<file path="src/rtl/fp2fix_conv_scheduler_if.sv">
// fp2fix_conv_scheduler_if: requester, response and converter bus of the shared float-to-fixed scheduler
interface fp2fix_conv_scheduler_if #(parameter int N_REQ = 4);
  localparam int IW = $clog2(N_REQ);
  logic [N_REQ-1:0]    req_valid;
  logic [32*N_REQ-1:0] req_float;
  logic [N_REQ-1:0]    req_ready;
  logic                rsp_valid;
  logic                rsp_ready;
  logic [IW-1:0]       rsp_id;
  logic [64:0]         rsp_fixed;
  logic [4:0]          rsp_flags;
  logic                rsp_timeout;
  logic [31:0]         conv_float;
  logic                conv_reset;
  logic [64:0]         conv_fixed;
  logic [4:0]          conv_flags;
  logic                conv_done;
  logic                busy;
  modport master (
    output req_valid, req_float, rsp_ready, conv_fixed, conv_flags, conv_done,
    input  req_ready, rsp_valid, rsp_id, rsp_fixed, rsp_flags, rsp_timeout, conv_float, conv_reset, busy
  );
  modport slave (
    input  req_valid, req_float, rsp_ready, conv_fixed, conv_flags, conv_done,
    output req_ready, rsp_valid, rsp_id, rsp_fixed, rsp_flags, rsp_timeout, conv_float, conv_reset, busy
  );
endinterface

</file>
<file path="src/rtl/fp2fix_conv_scheduler.sv">
// fp2fix_conv_scheduler: round-robin sharing of one float-to-32.32-fixed converter among N_REQ requesters
module fp2fix_conv_scheduler #(
  parameter int N_REQ   = 4,
  parameter int TIMEOUT = 64
) (
  input logic clk,
  input logic reset,
  fp2fix_conv_scheduler_if.slave bus
);
  localparam int IW = $clog2(N_REQ);
  localparam int CW = $clog2(TIMEOUT);
  typedef enum logic [1:0] {IDLE, LOAD, WAIT, RESP} state_t;
  state_t        r_state, w_next;
  logic [IW-1:0] r_rr_ptr, r_rsp_id, w_grant, w_idx;
  logic          w_any, w_tmo, w_accept, w_finish;
  logic [31:0]   r_conv_float;
  logic [64:0]   r_rsp_fixed;
  logic [4:0]    r_rsp_flags;
  logic          r_rsp_timeout;
  logic [CW-1:0] r_cnt;
  // scan from the highest offset down so the nearest requester after rr_ptr wins
  always_comb begin
    w_any   = 1'b0;
    w_grant = '0;
    w_idx   = '0;
    for (int k = N_REQ - 1; k >= 0; k--) begin
      w_idx = IW'((32'(r_rr_ptr) + 32'(k)) % 32'(N_REQ));
      if (bus.req_valid[w_idx]) begin
        w_any   = 1'b1;
        w_grant = w_idx;
      end
    end
  end
  assign w_tmo    = r_cnt == CW'(TIMEOUT - 1);
  assign w_accept = r_state == IDLE && w_any;
  assign w_finish = r_state == WAIT && (bus.conv_done || w_tmo);
  always_ff @(posedge clk) r_state <= reset ? IDLE : w_next;
  always_comb begin
    w_next = r_state == IDLE ? (w_any ? LOAD : IDLE)
           : r_state == LOAD ? WAIT
           : r_state == WAIT ? (w_finish ? RESP : WAIT)
           : (bus.rsp_ready ? IDLE : RESP);
  end
  always_ff @(posedge clk) begin
    if (reset) begin
      r_rr_ptr      <= '0;
      r_rsp_id      <= '0;
      r_conv_float  <= '0;
      r_rsp_fixed   <= '0;
      r_rsp_flags   <= '0;
      r_rsp_timeout <= 1'b0;
      r_cnt         <= '0;
    end else begin
      if (w_accept) begin
        r_conv_float <= bus.req_float[32*w_grant +: 32];
        r_rsp_id     <= w_grant;
        r_rr_ptr     <= w_grant == IW'(N_REQ - 1) ? '0 : w_grant + 1'b1;
      end
      r_cnt <= r_state == WAIT ? r_cnt + 1'b1 : '0;
      // done has priority over an expiring counter in the same cycle
      if (w_finish) begin
        r_rsp_fixed   <= bus.conv_done ? bus.conv_fixed : '0;
        r_rsp_flags   <= bus.conv_done ? bus.conv_flags : '0;
        r_rsp_timeout <= !bus.conv_done;
      end
    end
  end
  assign bus.req_ready   = w_accept ? N_REQ'(1) << w_grant : '0;
  assign bus.rsp_valid   = r_state == RESP;
  assign bus.rsp_id      = r_rsp_id;
  assign bus.rsp_fixed   = r_rsp_fixed;
  assign bus.rsp_flags   = r_rsp_flags;
  assign bus.rsp_timeout = r_rsp_timeout;
  assign bus.conv_float  = r_conv_float;
  assign bus.conv_reset  = reset || r_state == LOAD;
  assign bus.busy        = r_state != IDLE;
endmodule

</file>
<file path="src/flat_wrapper.sv">
// flat-port wrapper written by rule: the top's interface ports become plain ports
module fp2fix_conv_scheduler_flat 
#(
  parameter int N_REQ   = 4,
  parameter int TIMEOUT = 64
)
  (clk, reset, bus_req_valid, bus_req_float, bus_rsp_ready, bus_conv_fixed, bus_conv_flags, bus_conv_done, bus_req_ready, bus_rsp_valid, bus_rsp_id, bus_rsp_fixed, bus_rsp_flags, bus_rsp_timeout, bus_conv_float, bus_conv_reset, bus_busy);
  fp2fix_conv_scheduler_if #(.N_REQ(N_REQ)) bus_i ();
  input logic clk;
  input logic reset;
  input wire logic [$bits(bus_i.req_valid)-1:0] bus_req_valid;
  input wire logic [$bits(bus_i.req_float)-1:0] bus_req_float;
  input wire logic [$bits(bus_i.rsp_ready)-1:0] bus_rsp_ready;
  input wire logic [$bits(bus_i.conv_fixed)-1:0] bus_conv_fixed;
  input wire logic [$bits(bus_i.conv_flags)-1:0] bus_conv_flags;
  input wire logic [$bits(bus_i.conv_done)-1:0] bus_conv_done;
  output wire logic [$bits(bus_i.req_ready)-1:0] bus_req_ready;
  output wire logic [$bits(bus_i.rsp_valid)-1:0] bus_rsp_valid;
  output wire logic [$bits(bus_i.rsp_id)-1:0] bus_rsp_id;
  output wire logic [$bits(bus_i.rsp_fixed)-1:0] bus_rsp_fixed;
  output wire logic [$bits(bus_i.rsp_flags)-1:0] bus_rsp_flags;
  output wire logic [$bits(bus_i.rsp_timeout)-1:0] bus_rsp_timeout;
  output wire logic [$bits(bus_i.conv_float)-1:0] bus_conv_float;
  output wire logic [$bits(bus_i.conv_reset)-1:0] bus_conv_reset;
  output wire logic [$bits(bus_i.busy)-1:0] bus_busy;
  assign bus_i.req_valid = bus_req_valid;
  assign bus_i.req_float = bus_req_float;
  assign bus_i.rsp_ready = bus_rsp_ready;
  assign bus_i.conv_fixed = bus_conv_fixed;
  assign bus_i.conv_flags = bus_conv_flags;
  assign bus_i.conv_done = bus_conv_done;
  assign bus_req_ready = bus_i.req_ready;
  assign bus_rsp_valid = bus_i.rsp_valid;
  assign bus_rsp_id = bus_i.rsp_id;
  assign bus_rsp_fixed = bus_i.rsp_fixed;
  assign bus_rsp_flags = bus_i.rsp_flags;
  assign bus_rsp_timeout = bus_i.rsp_timeout;
  assign bus_conv_float = bus_i.conv_float;
  assign bus_conv_reset = bus_i.conv_reset;
  assign bus_busy = bus_i.busy;
  fp2fix_conv_scheduler #(.N_REQ(N_REQ), .TIMEOUT(TIMEOUT)) u_core (.clk(clk), .reset(reset), .bus(bus_i));
endmodule
</file>
<file path="config.mk">
export PLATFORM = sky130hd
export DESIGN_NAME = fp2fix_conv_scheduler_flat
export DESIGN_NICKNAME = d
export VERILOG_FILES = /design/src/rtl/fp2fix_conv_scheduler_if.sv /design/src/rtl/fp2fix_conv_scheduler.sv /design/src/flat_wrapper.sv
export SDC_FILE = /design/constraint.sdc
export NUM_CORES = 1
export LEC_CHECK = 0
export CAP_MARGIN = 20
export CORE_MARGIN = 3
export CORE_UTILIZATION = 30
export CTS_CLUSTER_SIZE = 16
export DETAILED_ROUTE_END_ITERATION = 8
export GPL_TIMING_DRIVEN = 0
export PLACE_DENSITY = 0.71
export REMOVE_ABC_BUFFERS = 1
export SYNTH_ARGS = -nofsm -noshare
export SYNTH_HDL_FRONTEND = slang
export SYNTH_SLANG_ARGS = --single-unit
</file>
<file path="constraint.sdc">
create_clock -name clk -period 1.8 [get_ports clk]
set_clock_uncertainty 0.2 [all_clocks]
set_input_delay 0.36 -clock clk [delete_from_list [all_inputs] [get_ports clk]]
set_output_delay 0.36 -clock clk [all_outputs]
set_load 0.02 [all_outputs]
</file>
==> results.toml <==
[run_status]
status = "finished, violations left"
violations = "setup timing"

[synthesis]
yosys_warnings = 0
synth-seq-cells = 115
async_flop_share_pct = 0
synthDistinctLibCells = 36
synth_area_leader_cell = "dfxtp_1"
synth_edf_count = 0
synth_most_common_cell = "dfxtp_1"
postSynthCellCount = 563
synth_area_leaders = "dfxtp_1 46%, a22oi_1 11%, mux2i_1 6.4%, nor2_1 6.2%, a21boi_0 4.8%"
synthFlopType = "dfxtp_1"
synthTopCellsByCount = "115 x dfxtp_1, 82 x nor2_1, 70 x a22oi_1, 43 x nand2_1, 34 x and3_1"
synth_area_sq_um = 5000
synth_area_per_cell_sq_um = 8.88
yosys.area.top_type_share_pct = 46.0
yosysSeqAreaShare_pct = 46.0

[route]
viasPerCell = 4.99
drc = 0
wl_um = 23200
ant_nets = 0
dr.pass1.iters = 5
routedWlPerCell_um = 20.2
drtIter0Drc = 228
num_vias = 5716

[worst_setup_path]
crit_chain = "nand2_4, a211o_4, nand2_8, inv_16, ha_4, and2_4, buf_6"
crit_cells = 7
startpoint_type = "flop"
reg2reg_depth = 9
critPathArrivalTime_ps = 1720
path_buf_inv = 2
cp_slowest_cell = "dfxtp_4"
crit_path_end_kind = "output pin"
critPathTopFamily = "flip-flops"
worst_r2r_startpoint = "u_core.r_rr_ptr[1]$_SDFFE_PP0P_"
r2r_end = "u_core.bus.conv_float[22]$_SDFFE_PP0P_"
ff2ff_setup_slack_ps = -150
cp-startpoint = "u_core.r_rr_ptr[1]$_SDFFE_PP0P_"
endpoint = "bus_req_ready[3]"
path_class = "flop to output pin"
required_ps = 1240
critical_path.max_stage_delay_ps = 370
cp_max_fo = 5

[power_and_ir_drop]
p_per_area_nw_per_um2 = 927
vdd_drop_max_uv = 668
p_leak_nw = 4.22

[grt]
antenna_found_initial = 1
grt_util_all_layers_pct = 22.6
grt_pass1_wl_um = 31400
grt_max_degree = 82
grt.overflow.total = 0
grt_pass1_vias = 5421

[clock_tree]
clk_pin_slew_ps = 50
cts.sinks = 115
numCtsBuffers = 17
cts_root_buffer = "clkbuf_16"
htreeDepth = 4
clock_latency_ps = 410
clk_path_buf_depth = 2
cts_tree = "yes"

[sta]
setup_viol = 35
max-slew-margin-rel_pct = 63.5
drv_slew = 0
timing.final.crit_share_pct = 127
max_slew.worst_pin.slew_ps = 548
grt_setup_unrepaired = "true"
max_freq_mhz = 439
whs_ps = 149
setup_ws_ps = -479
layout_min_cycle_time_ps = 2280
hold_violations = 0

[final_layout]
drive_above_1_share_pct = 20.2
areaGrowthSynthToFinish_pct = 98.5
diodes = 0
instances_no_fill = 1146
nets = 1126

[floorplanning]
die_w_um = 135
die-area_sq_um = 18300
num_rows = 46
ios = 318
start_util_pct = 31.0
coreArea_sq_um = 16100
die_h_um = 135

[flow_run]
maxCapViolCount = 0

[placed_design]
dp_cells = 1051
io_buffers = 317
dp_slack_ps = -2320
gp_congestion = 0.765
dpl.hpwl_um = 13300

[worst_hold_path]
hp-class = "input pin to flop"
worstHoldPathCells = 2
## worst min path at each step
stage	start	to	slack [ps]
after detailed placement	u_core.r_cnt[0]$_SDFF_PP0_	u_core.r_cnt[0]$_SDFF_PP0_	240
after CTS	reset	u_core.bus.rsp_fixed[53]$_SDFFE_PP0P_	160
after global routing	reset	u_core.bus.rsp_fixed[23]$_SDFFE_PP0P_	180
final	reset	u_core.bus.rsp_fixed[23]$_SDFFE_PP0P_	150
after global placement	u_core.r_cnt[0]$_SDFF_PP0_	u_core.r_cnt[0]$_SDFF_PP0_	230
after floorplan	u_core.r_cnt[0]$_SDFF_PP0_	u_core.r_cnt[0]$_SDFF_PP0_	220
## power breakdown
part,switching (mW),leakage (nW),total (mW),internal [mW]
sequential,0.141,0.940,2.95,2.81
combinational,1.62,3.03,3.20,1.59
clock,1.23,0.257,3.05,1.82
total,2.99,4.22,9.21,6.21
## cells by family after synthesis
logic type / share of synthesized area [%]
multiplexers: 6.40
AND/OR/NAND/NOR: 15.6
adder cells (fa/ha/maj): 0.500
XOR/XNOR: 0.701
AO/OA/AOI/OAI: 25.7
buffers and inverters: 5.00
flip-flops: 46.0
## registers in the layout, summed over array words and instances, names as in the netlist
name and cells:
u_core.bus.rsp_flags 5, u_core.bus.rsp_id 2, u_core.bus.rsp_fixed 65, u_core.bus.rsp_timeout 1, u_core.r_cnt 6, u_core.r_rr_ptr 2, u_core.bus.conv_float 32, u_core.r_state 2
## cell type report
type	count	area (sq um)
inverter	4	31.3
clock inverter	12	85.1
tap	216	270
timing repair inverter	1	16.3
timing repair buffer	374	3710
sequential	115	2320
fill	1399	6190
multi-input combinational	405	3040
clock buffer	19	453
## repair_timing
| action | 4_1_cts | 5_1_grt |
|---|---|---|
| cloned | 10 | 7 |
| pin swaps | 13 | 26 |
| gates resized for setup | 207 | 77 |
| endpoints found under the setup margin | 219 | 107 |
| hold endpoints to repair | 0 | 0 |
| hold buffers | 0 | 0 |
| buffers inserted | 24 | 23 |
## cells in the final DEF, fill, tap and decap left out, types with 4 or more instances in the layout
cell,count
clkdlybuf4s50_1,200
dfxtp_1,109
dlygate4sd2_1,106
nor2_1,79
a22oi_1,45
nand2_1,40
buf_4,40
o211ai_1,32
mux2i_1,30
o21ai_1,26
a22oi_2,25
and3_1,25
a21boi_0,24
clkbuf_16,20
and3_4,9
buf_12,7
a211o_4,6
a21boi_1,6
buf_6,6
nor2_4,5
nand3_4,5
o21ai_2,5
a21oi_1,4
clkinvlp_4,4
clkinv_2,4
buf_8,4
## metal layers
layer / GRT usage (%) / wire length [um] / up-vias
met5: 0 / 9 / -
met4: 7.00 / 479 / 2
met3: 8.87 / 2250 / 35
met2: 39.0 / 11700 / 273
met1: 25.7 / 8750 / 2628
li1: - / - / 2778
## per-stage QoR
stage	power (mW)	setup TNS [ps]	cell area, sq um	util [%]
finish	9.21	-4620	9930	61.6
global route	9.60	-6510	9930	61.6
CTS	8.81	-2420	9290	57.6
detailed placement	5.47	-83530	8360	51.9
global placement	5.38	-431590	8210	51.0
floorplan	4.11	-203720	4770	-
## worst reg2reg max path, stage by stage (launching register included)
cell and delay, ps:
dfxtp_4 370, nand2_4 50, a211o_4 350, nand2_8 110
buf_4 120, buf_6 120, clkinv_8 90, clkbuf_16 180
mux2i_1 150, o211ai_1 90
Power figures use the tool's default switching activity.
